$ cat src/rtl/bus_rr_arbiter.sv
// Broadcast bus controller: arbitrates N source FIFOs (fixed-priority or
// round-robin) and moves one packet at a time to a unicast or broadcast target.
module bus_rr_arbiter #(
  parameter int unsigned       DRVRS   = 4,
  parameter int unsigned       PCKG_SZ = 16,
  parameter int unsigned       ID_W    = 8,
  parameter logic [ID_W-1:0]   BCAST   = 8'hFF
) (
  input  logic                              clk,
  input  logic                              reset,
  input  logic [DRVRS-1:0]                  pndng,
  input  logic [DRVRS-1:0][PCKG_SZ-1:0]     D_pop,
  output logic [DRVRS-1:0]                  pop,
  input  logic [DRVRS-1:0]                  full,
  output logic [DRVRS-1:0]                  push,
  output logic [DRVRS-1:0][PCKG_SZ-1:0]     D_push,
  input  logic                              mode,
  output logic [15:0]                       drop_cnt
);

  localparam int unsigned IW = (DRVRS > 1) ? $clog2(DRVRS) : 1;

  typedef enum logic [1:0] {IDLE, GRANT, SEND} state_e;

  state_e                         state_q, state_d;
  logic [IW-1:0]                  grant_q, grant_d;
  logic [IW-1:0]                  rr_ptr_q, rr_ptr_d;
  logic [PCKG_SZ-1:0]             pkt_q, pkt_d;
  logic                           done_q, done_d;
  logic [DRVRS-1:0]               pop_q, pop_d;
  logic [DRVRS-1:0]               push_q, push_d;
  logic [DRVRS-1:0][PCKG_SZ-1:0]  d_push_q, d_push_d;
  logic [15:0]                    drop_cnt_q, drop_cnt_d;

  logic [IW-1:0]                  idx;
  logic [IW-1:0]                  sel;
  logic                           found;
  logic [PCKG_SZ-1:0]             cand;
  logic [ID_W-1:0]                dst;
  logic                           is_bcast;
  logic                           is_uni;
  logic                           deliver;
  logic [DRVRS-1:0]               tgt;

  // Grant selection: mode 0 scans from index 0, mode 1 scans from rr_ptr+1 cyclically.
  always_comb begin
    idx   = '0;
    sel   = '0;
    found = 1'b0;
    for (int unsigned k = 0; k < DRVRS; k++) begin
      idx = mode ? IW'((32'(rr_ptr_q) + k + 1) % DRVRS) : IW'(k);
      if (!found && pndng[idx]) begin
        sel   = idx;
        found = 1'b1;
      end
    end
  end

  // The delivery decision is made on the GRANT edge straight from D_pop, so the
  // push lands one cycle after pop; pkt_q only serves the backpressure retries.
  always_comb begin
    cand     = (state_q == GRANT) ? D_pop[grant_q] : pkt_q;
    dst      = cand[PCKG_SZ-1 -: ID_W];
    is_bcast = (dst == BCAST);
    is_uni   = !is_bcast && (32'(dst) < DRVRS) && (32'(dst) != 32'(grant_q));
    tgt      = '0;
    for (int unsigned i = 0; i < DRVRS; i++) begin
      tgt[i] = is_bcast ? (i != 32'(grant_q)) : (is_uni && (32'(dst) == i));
    end
    deliver  = (is_bcast || is_uni) && ((full & tgt) == '0);
  end

  always_comb begin
    state_d    = state_q;
    grant_d    = grant_q;
    rr_ptr_d   = rr_ptr_q;
    pkt_d      = pkt_q;
    done_d     = done_q;
    pop_d      = '0;
    push_d     = '0;
    d_push_d   = d_push_q;
    drop_cnt_d = drop_cnt_q;

    case (state_q)
      IDLE: begin
        if (found) begin
          grant_d    = sel;
          pop_d[sel] = 1'b1;
          state_d    = GRANT;
          if (mode) rr_ptr_d = sel;
        end
      end
      GRANT: begin
        pkt_d   = cand;
        state_d = SEND;
        done_d  = 1'b0;
        if (!(is_bcast || is_uni)) begin
          done_d = 1'b1;
          if (drop_cnt_q != 16'hFFFF) drop_cnt_d = drop_cnt_q + 16'd1;
        end else if (deliver) begin
          push_d = tgt;
          done_d = 1'b1;
        end
      end
      SEND: begin
        if (done_q) begin
          state_d = IDLE;
        end else if (deliver) begin
          push_d  = tgt;
          state_d = IDLE;
        end
      end
      default: state_d = IDLE;
    endcase

    for (int unsigned i = 0; i < DRVRS; i++) begin
      if (push_d[i]) d_push_d[i] = cand;
    end
  end

  always_ff @(posedge clk or negedge reset) begin
    if (!reset) begin
      state_q    <= IDLE;
      grant_q    <= '0;
      rr_ptr_q   <= IW'(DRVRS - 1);
      pkt_q      <= '0;
      done_q     <= 1'b0;
      pop_q      <= '0;
      push_q     <= '0;
      d_push_q   <= '0;
      drop_cnt_q <= '0;
    end else begin
      state_q    <= state_d;
      grant_q    <= grant_d;
      rr_ptr_q   <= rr_ptr_d;
      pkt_q      <= pkt_d;
      done_q     <= done_d;
      pop_q      <= pop_d;
      push_q     <= push_d;
      d_push_q   <= d_push_d;
      drop_cnt_q <= drop_cnt_d;
    end
  end

  assign pop      = pop_q;
  assign push     = push_q;
  assign D_push   = d_push_q;
  assign drop_cnt = drop_cnt_q;

endmodule

$ cat config.mk
export PLATFORM = sky130hd
export DESIGN_NAME = bus_rr_arbiter
export DESIGN_NICKNAME = d
export VERILOG_FILES = /design/src/rtl/bus_rr_arbiter.sv
export SDC_FILE = /design/constraint.sdc
export NUM_CORES = 1
export LEC_CHECK = 0
export CAP_MARGIN = 0
export CORE_ASPECT_RATIO = 2
export CORE_MARGIN = 5
export CORE_UTILIZATION = 42
export CTS_BUF_LIST = sky130_fd_sc_hd__clkbuf_16
export CTS_CLUSTER_DIAMETER = 80
export DETAILED_ROUTE_END_ITERATION = 12
export PLACE_DENSITY = 0.73
export REMOVE_ABC_BUFFERS = 1
export SETUP_SLACK_MARGIN = 0.1
export SLEW_MARGIN = 20
export SYNTH_ARGS = -nofsm -noshare
export SYNTH_HDL_FRONTEND = slang
export SYNTH_SLANG_ARGS = --single-unit
$ cat constraint.sdc
create_clock -name clk -period 3.7 [get_ports clk]
set_input_delay 0.925 -clock clk [delete_from_list [all_inputs] [get_ports clk]]
set_output_delay 0.925 -clock clk [all_outputs]
set_load 0.02 [all_outputs]
* Yosys cells after proc, flatten, opt, wreduce, memory -nomap -nowiden
Cells that the tools add are included.
** Storage, ports and cells
- Latch bits :: 0
- Input bits :: 75
- Register bits :: 111
- Bits in writable memories :: 0
- Word-level logic and storage cells :: 107
- Memories :: 0
- Bits in read-only memories :: 0
- Output and inout bits :: 88
** Cells by class
- Multiply operators :: 0
- Reduce and logical (&&, ||, !) cells :: 24
- Div/mod/pow operators :: 0
- Mux-type cells :: 41
- Shift operators :: 0
- Order comparisons :: 8
- Equality and inequality tests :: 13
- Bitwise operators :: 2
- Add/subtract/negate cells :: 7
** Operators by type and width (number)
- $bmux 16 s2 :: 1
- $mux 16 :: 2
- $mux 2 :: 11
- $mux 4 :: 5
- $lt 2x3->1 const B :: 6
- $add 16x1->16 const B :: 1
- $eq 8x2->1 const B :: 2
- $ne 16x16->1 const B :: 1
- $mux 1 :: 15
- $logic_and 1x1->1 :: 11
- $add 2x1->2 const B :: 4
- $bmux 1 s2 :: 4
- $eq 8x1->1 const B :: 1
- $eq 8x8->1 const B :: 1
- $logic_not 8->1 :: 1
- $lt 8x3->1 const B :: 1
- $ne 8x2->1 :: 1
- $pmux 4 s2 :: 1
- $pmux 2 s3 :: 1
- $reduce_and 3->1 :: 2
- $add 2x2->2 const B :: 2
- $and 4x4->4 :: 1
- $logic_not 1->1 :: 4
- $logic_not 4->1 :: 1
- other kinds (13) :: 15

* Depth between registers and ports, before layout
- Depth after elaboration :: 20
- Depth in mapped cells :: 14
- Mapped depth without buffers :: 12

* Least setup slack after synthesis
No wires, ideal clock.
- Kind :: in2reg
- Start point :: input D_pop[24] (netlist bit)
- End point :: register d_push_q, in the netlist D_push[22]
- Required time :: 3575 ps
- Path buffers :: 1
- Slack :: 494 ps
- Library setup time :: 125 ps
- Arrival :: 3081 ps
- Cell stages on the path :: 10
- Path through :: nor2b_1 -> a311oi_1 -> a2111oi_1 -> a211oi_1 -> and2_4 -> o2bb2ai_2 -> a21o_4 -> nor4b_4 -> buf_6 -> mux2_4
** On the way
- Longest elaborated chain between the ends :: 15
- Elaborated cells between the ends (all ways) :: 29
- Those cells by class :: order compare (1); eq/ne (5); mux (11); bitwise (1); reduce/logical (11)
** Ends and longest elaborated chain
- start: declaration :: RTL line 12 : input logic [DRVRS-1:0][PCKG_SZ-1:0] D_pop,
- $bmux 16 s2 * :: RTL line 62 : cand = (state_q == GRANT) ? D_pop[grant_q] : pkt_q;
- $mux 16 (not written as such) * :: RTL line 62
- $mux 16 * :: RTL line 62
- parallel branches: the longest is 11 deep, another holds $lt 8x3->1
- $pmux 4 s2 * :: RTL line 84 : case (state_q)
- via push_d[1] :: RTL line 31 : logic [DRVRS-1:0] push_q, push_d;
- end signal: assignment :: RTL line 140 : d_push_q <= d_push_d;
- end: declaration :: RTL line 32 : logic [DRVRS-1:0][PCKG_SZ-1:0] d_push_q, d_push_d;
Mark *: on every way through the listed nets, which the timed path passes. The select of a mux whose other input is x is not followed.
A chain may end at the register's enable or synchronous reset.

* Worst setup path after layout
- Start point :: input D_pop[25] (netlist bit)
- End point :: register d_push_q, in the netlist D_push[5]
** On the way
- Longest elaborated chain between the ends :: 15
- Elaborated cells between the ends (all ways) :: 29
- Those cells by class :: order compare (1); eq/ne (5); mux (11); bitwise (1); reduce/logical (11)
** Ends and longest elaborated chain (RTL line)
- $bmux 16 s2 * :: 62
- $mux 16 (not written as such) * :: 62
- $mux 16 * :: 62
- parallel branches: the longest is 11 deep, another holds $lt 8x3->1
- $pmux 4 s2 * :: 84
Mark *: on every way between the ends. The select of a mux whose other input is x is not followed.

==> run summary <==
status = finished clean
CP cell instances = clkdlybuf4s50_1 > mux2i_1 > a211oi_1 > a2111oi_1 > a211oi_1 > buf_4 > and2_4 > o2bb2ai_2 > a21o_4 > nor4b_4 > buf_12 > mux2_1
Clock Power Share = 21.6%
die width = 90.0 µm
final cycle utilization of the critical path = 93.8%
Max Cap Violations = 0
critical path arrival = 3.69 ns
Leakage = 3.43 nW
Clock Sinks = 111
Buf/Inv on CP = 3
Seq pwr share = 36.6%
post-synthesis register bit count = 111
dpl cells = 739
Pre-antenna DRT Iters = 4
all-layer global routing usage = 18.9%
Slew @ Worst Pin = 0.786 ns
Core Box Area = 0.0126 mm²
ys async rst share = 100%
Die Area = 0.0153 mm²
CTS buffer count = 9
Internal = 0.00272 W
Slew HR = 47.6%
Residual DRC = 0
register clock-pin slew on the reported worst setup and hold paths = 0.07 ns
DR WL/cell = 18.9 µm
Vias/cell = 5.25
Worst Path Max Fanout = 16
Via Count = 3958
Routed WL = 14300 µm
remaining global-route overflow = 0
first-pass GRT wire length = 23300 µm
fin nets = 680
Seq/Total Area, Yosys = 51.7%
Post-Synthesis Mean Instance Area = 13.0 µm²
clk_skew = 0.0129 ns
Clock Latency Late Sink = 0.35 ns
Top cell by count, worst path = a211oi_1
Final Slew Violations = 0
IO Count = 163
Post-CTS Resized = 0
CP Data Required Time = 3.92 ns
critical path class = in2reg
Non-Filler Instances = 754
cells after synthesis = 413
CP startpoint kind = primary input
dpl hpwl = 11100 µm
root buffer cell = clkbuf_16
post-route ant nets = 0
CTS tree = done
Max Root-Sink Buffers = 2
most frequent cells in the layout = 161 x clkdlybuf4s50_1, 109 x dfrtp_1, 45 x mux2_2, 26 x buf_4, 21 x nor2_1
Layout area overhead = 41.8%
unrepaired setup endpoints after global routing = no
P per Cell Area = 557 mW/mm²
Worst path top cell family by delay = compound AO/OA/AOI/OAI gates
number of enable flip-flop cells after synthesis = 0
GP Congestion = 0.787
worst vdd ir = 0.000400 V
largest net degree at the start of global routing = 62
PortBufs = 162
# diodes = 0
Initial Util = 42.8%
htree depth = 3
# rows = 58
Post-CTS Setup Bufs = 0
DRT iter0 DRCs = 120
Post-Syn Area = 0.00538 mm²
setup violators final = 0
Switching Share = 35.9%
leading cell type in the layout, fill and taps excluded = clkdlybuf4s50_1
antenna violations before repair = 0
layout cells sized above 1 = 21.9%
final worst slack = 0.229 ns
Sum Neg Setup Slack = 0 ns
slowest CP cell = clkdlybuf4s50_1
FMAX = 288 MHz
endpoint class of the critical path = register
# hold bufs at CTS = 0
library cells used by synthesis = 66
pre-CTS setup slack = -0.168 ns
Hold Vio Cnt, Final = 0
vias in the first global route = 4450
slowest stage delay, CP = 0.43 ns
Gate power share = 41.7%
Hold Crit Class = reg2reg
Tmin final = 3.47 ns
YS warnings = 0
Psw = 0.00152 W
number of fill cells = 1037
Top FF cell, synth = dfrtp_1
Die Height = 170 µm
==> power groups by stage <==
stage | combinational, W | sequential (W) | clock [W]
floorplan | 0.000948 | 0.00169 | 0
detailed placement | 0.00178 | 0.00158 | 0
global placement | 0.00173 | 0.00157 | 0
global route | 0.00193 | 0.00159 | 0.00100
finish | 0.00177 | 0.00156 | 0.000919
CTS | 0.00179 | 0.00156 | 0.000949
==> registers in the layout, indices dropped and copies added, names as in the netlist, 2 cells and up <==
register / flops
push: 4
pop: 4
pkt_q: 16
drop_cnt: 16
state_q: 2
rr_ptr_q: 2
grant_q: 2
D_push: 64
==> kinds of logic (layout without fill, tap and decap cells) <==
logic type      count (synthesis)  after routing  synth area share, %
flops                         111            111                 51.7
simple gates                  102            102                 11.1
mux                            93             93                 21.8
compound gates                 57             57                 8.24
buf+inv                        30            221                 3.49
xor+xnor                       15             15                 2.44
fa+ha+maj                       5              5                 1.16
==> layout make-up <==
type                            count  area, µm²  share of cell area (%)
Clock buffer                        9        225                    2.95
Clock inverter                      6       51.3                   0.673
Inverter                           14       52.6                   0.689
Multi-Input combinational cell    272       2420                    31.7
Sequential cell                   111       2780                    36.5
Tap cell                          150        188                    2.46
Timing Repair Buffer              192       1910                    25.0
==> path summary, 6_finish.rpt <==
check | startpoint | to | slack [ns] | cells past startpoint
setup / recovery | D_pop[25] | D_push[5] | 0.23 | 12
hold / removal | D_push[56] | D_push[56] | 0.47 | 1
setup reg to reg | grant_q[0] | D_push[5] | 0.40 | 11
hold reg to reg | D_push[56] | D_push[56] | 0.47 | 1
max in group asynchronous | reset | rr_ptr_q[1] | 2.23 | 2
min in group asynchronous | reset | D_push[38] | 0.63 | 1
==> stage by stage <==
stage          util, %  area [µm²]  total power, W  hold WS [ns]
2_1_floorplan        -        5240         0.00264         0.454
3_3_place_gp      58.4        7340         0.00330         0.458
3_5_place_dp      58.4        7340         0.00336         0.452
4_1_cts           60.6        7610         0.00430         0.479
5_1_grt           60.7        7620         0.00451         0.505
6_report          60.7        7620         0.00425         0.472
==> routing by layer <==
layer	global-route usage (%)	part of all wire, %
met1	19.6	35
met3	4.33	4.4
met4	8.10	4.1
met2	35.9	57
met5	0	0
==> cell usage after synthesis, types with 3 or more instances <==
cell type | n | area [µm²]
dfrtp_1 | 109 | 2730
mux2i_1 | 16 | 160
nor3_1 | 5 | 25.0
a211oi_1 | 4 | 30.0
ha_1 | 5 | 62.6
xnor2_1 | 5 | 43.8
mux2_1 | 13 | 146
buf_6 | 5 | 56.3
mux2_4 | 9 | 135
o21a_1 | 9 | 67.6
clkbuf_1 | 4 | 15.0
mux2_2 | 45 | 507
xor2_1 | 10 | 87.6
a21o_1 | 3 | 22.5
o22ai_1 | 5 | 31.3
nand2b_1 | 10 | 62.6
a311oi_1 | 3 | 26.3
nand4_1 | 5 | 31.3
nor2b_1 | 10 | 62.6
o21ai_0 | 7 | 35.0
nor2_1 | 21 | 78.8
inv_1 | 14 | 52.6
mux4_2 | 10 | 225
nand2_1 | 19 | 71.3
a21oi_1 | 8 | 40.0
nand3_1 | 9 | 45.0
(Power assumes the default switching activity.)
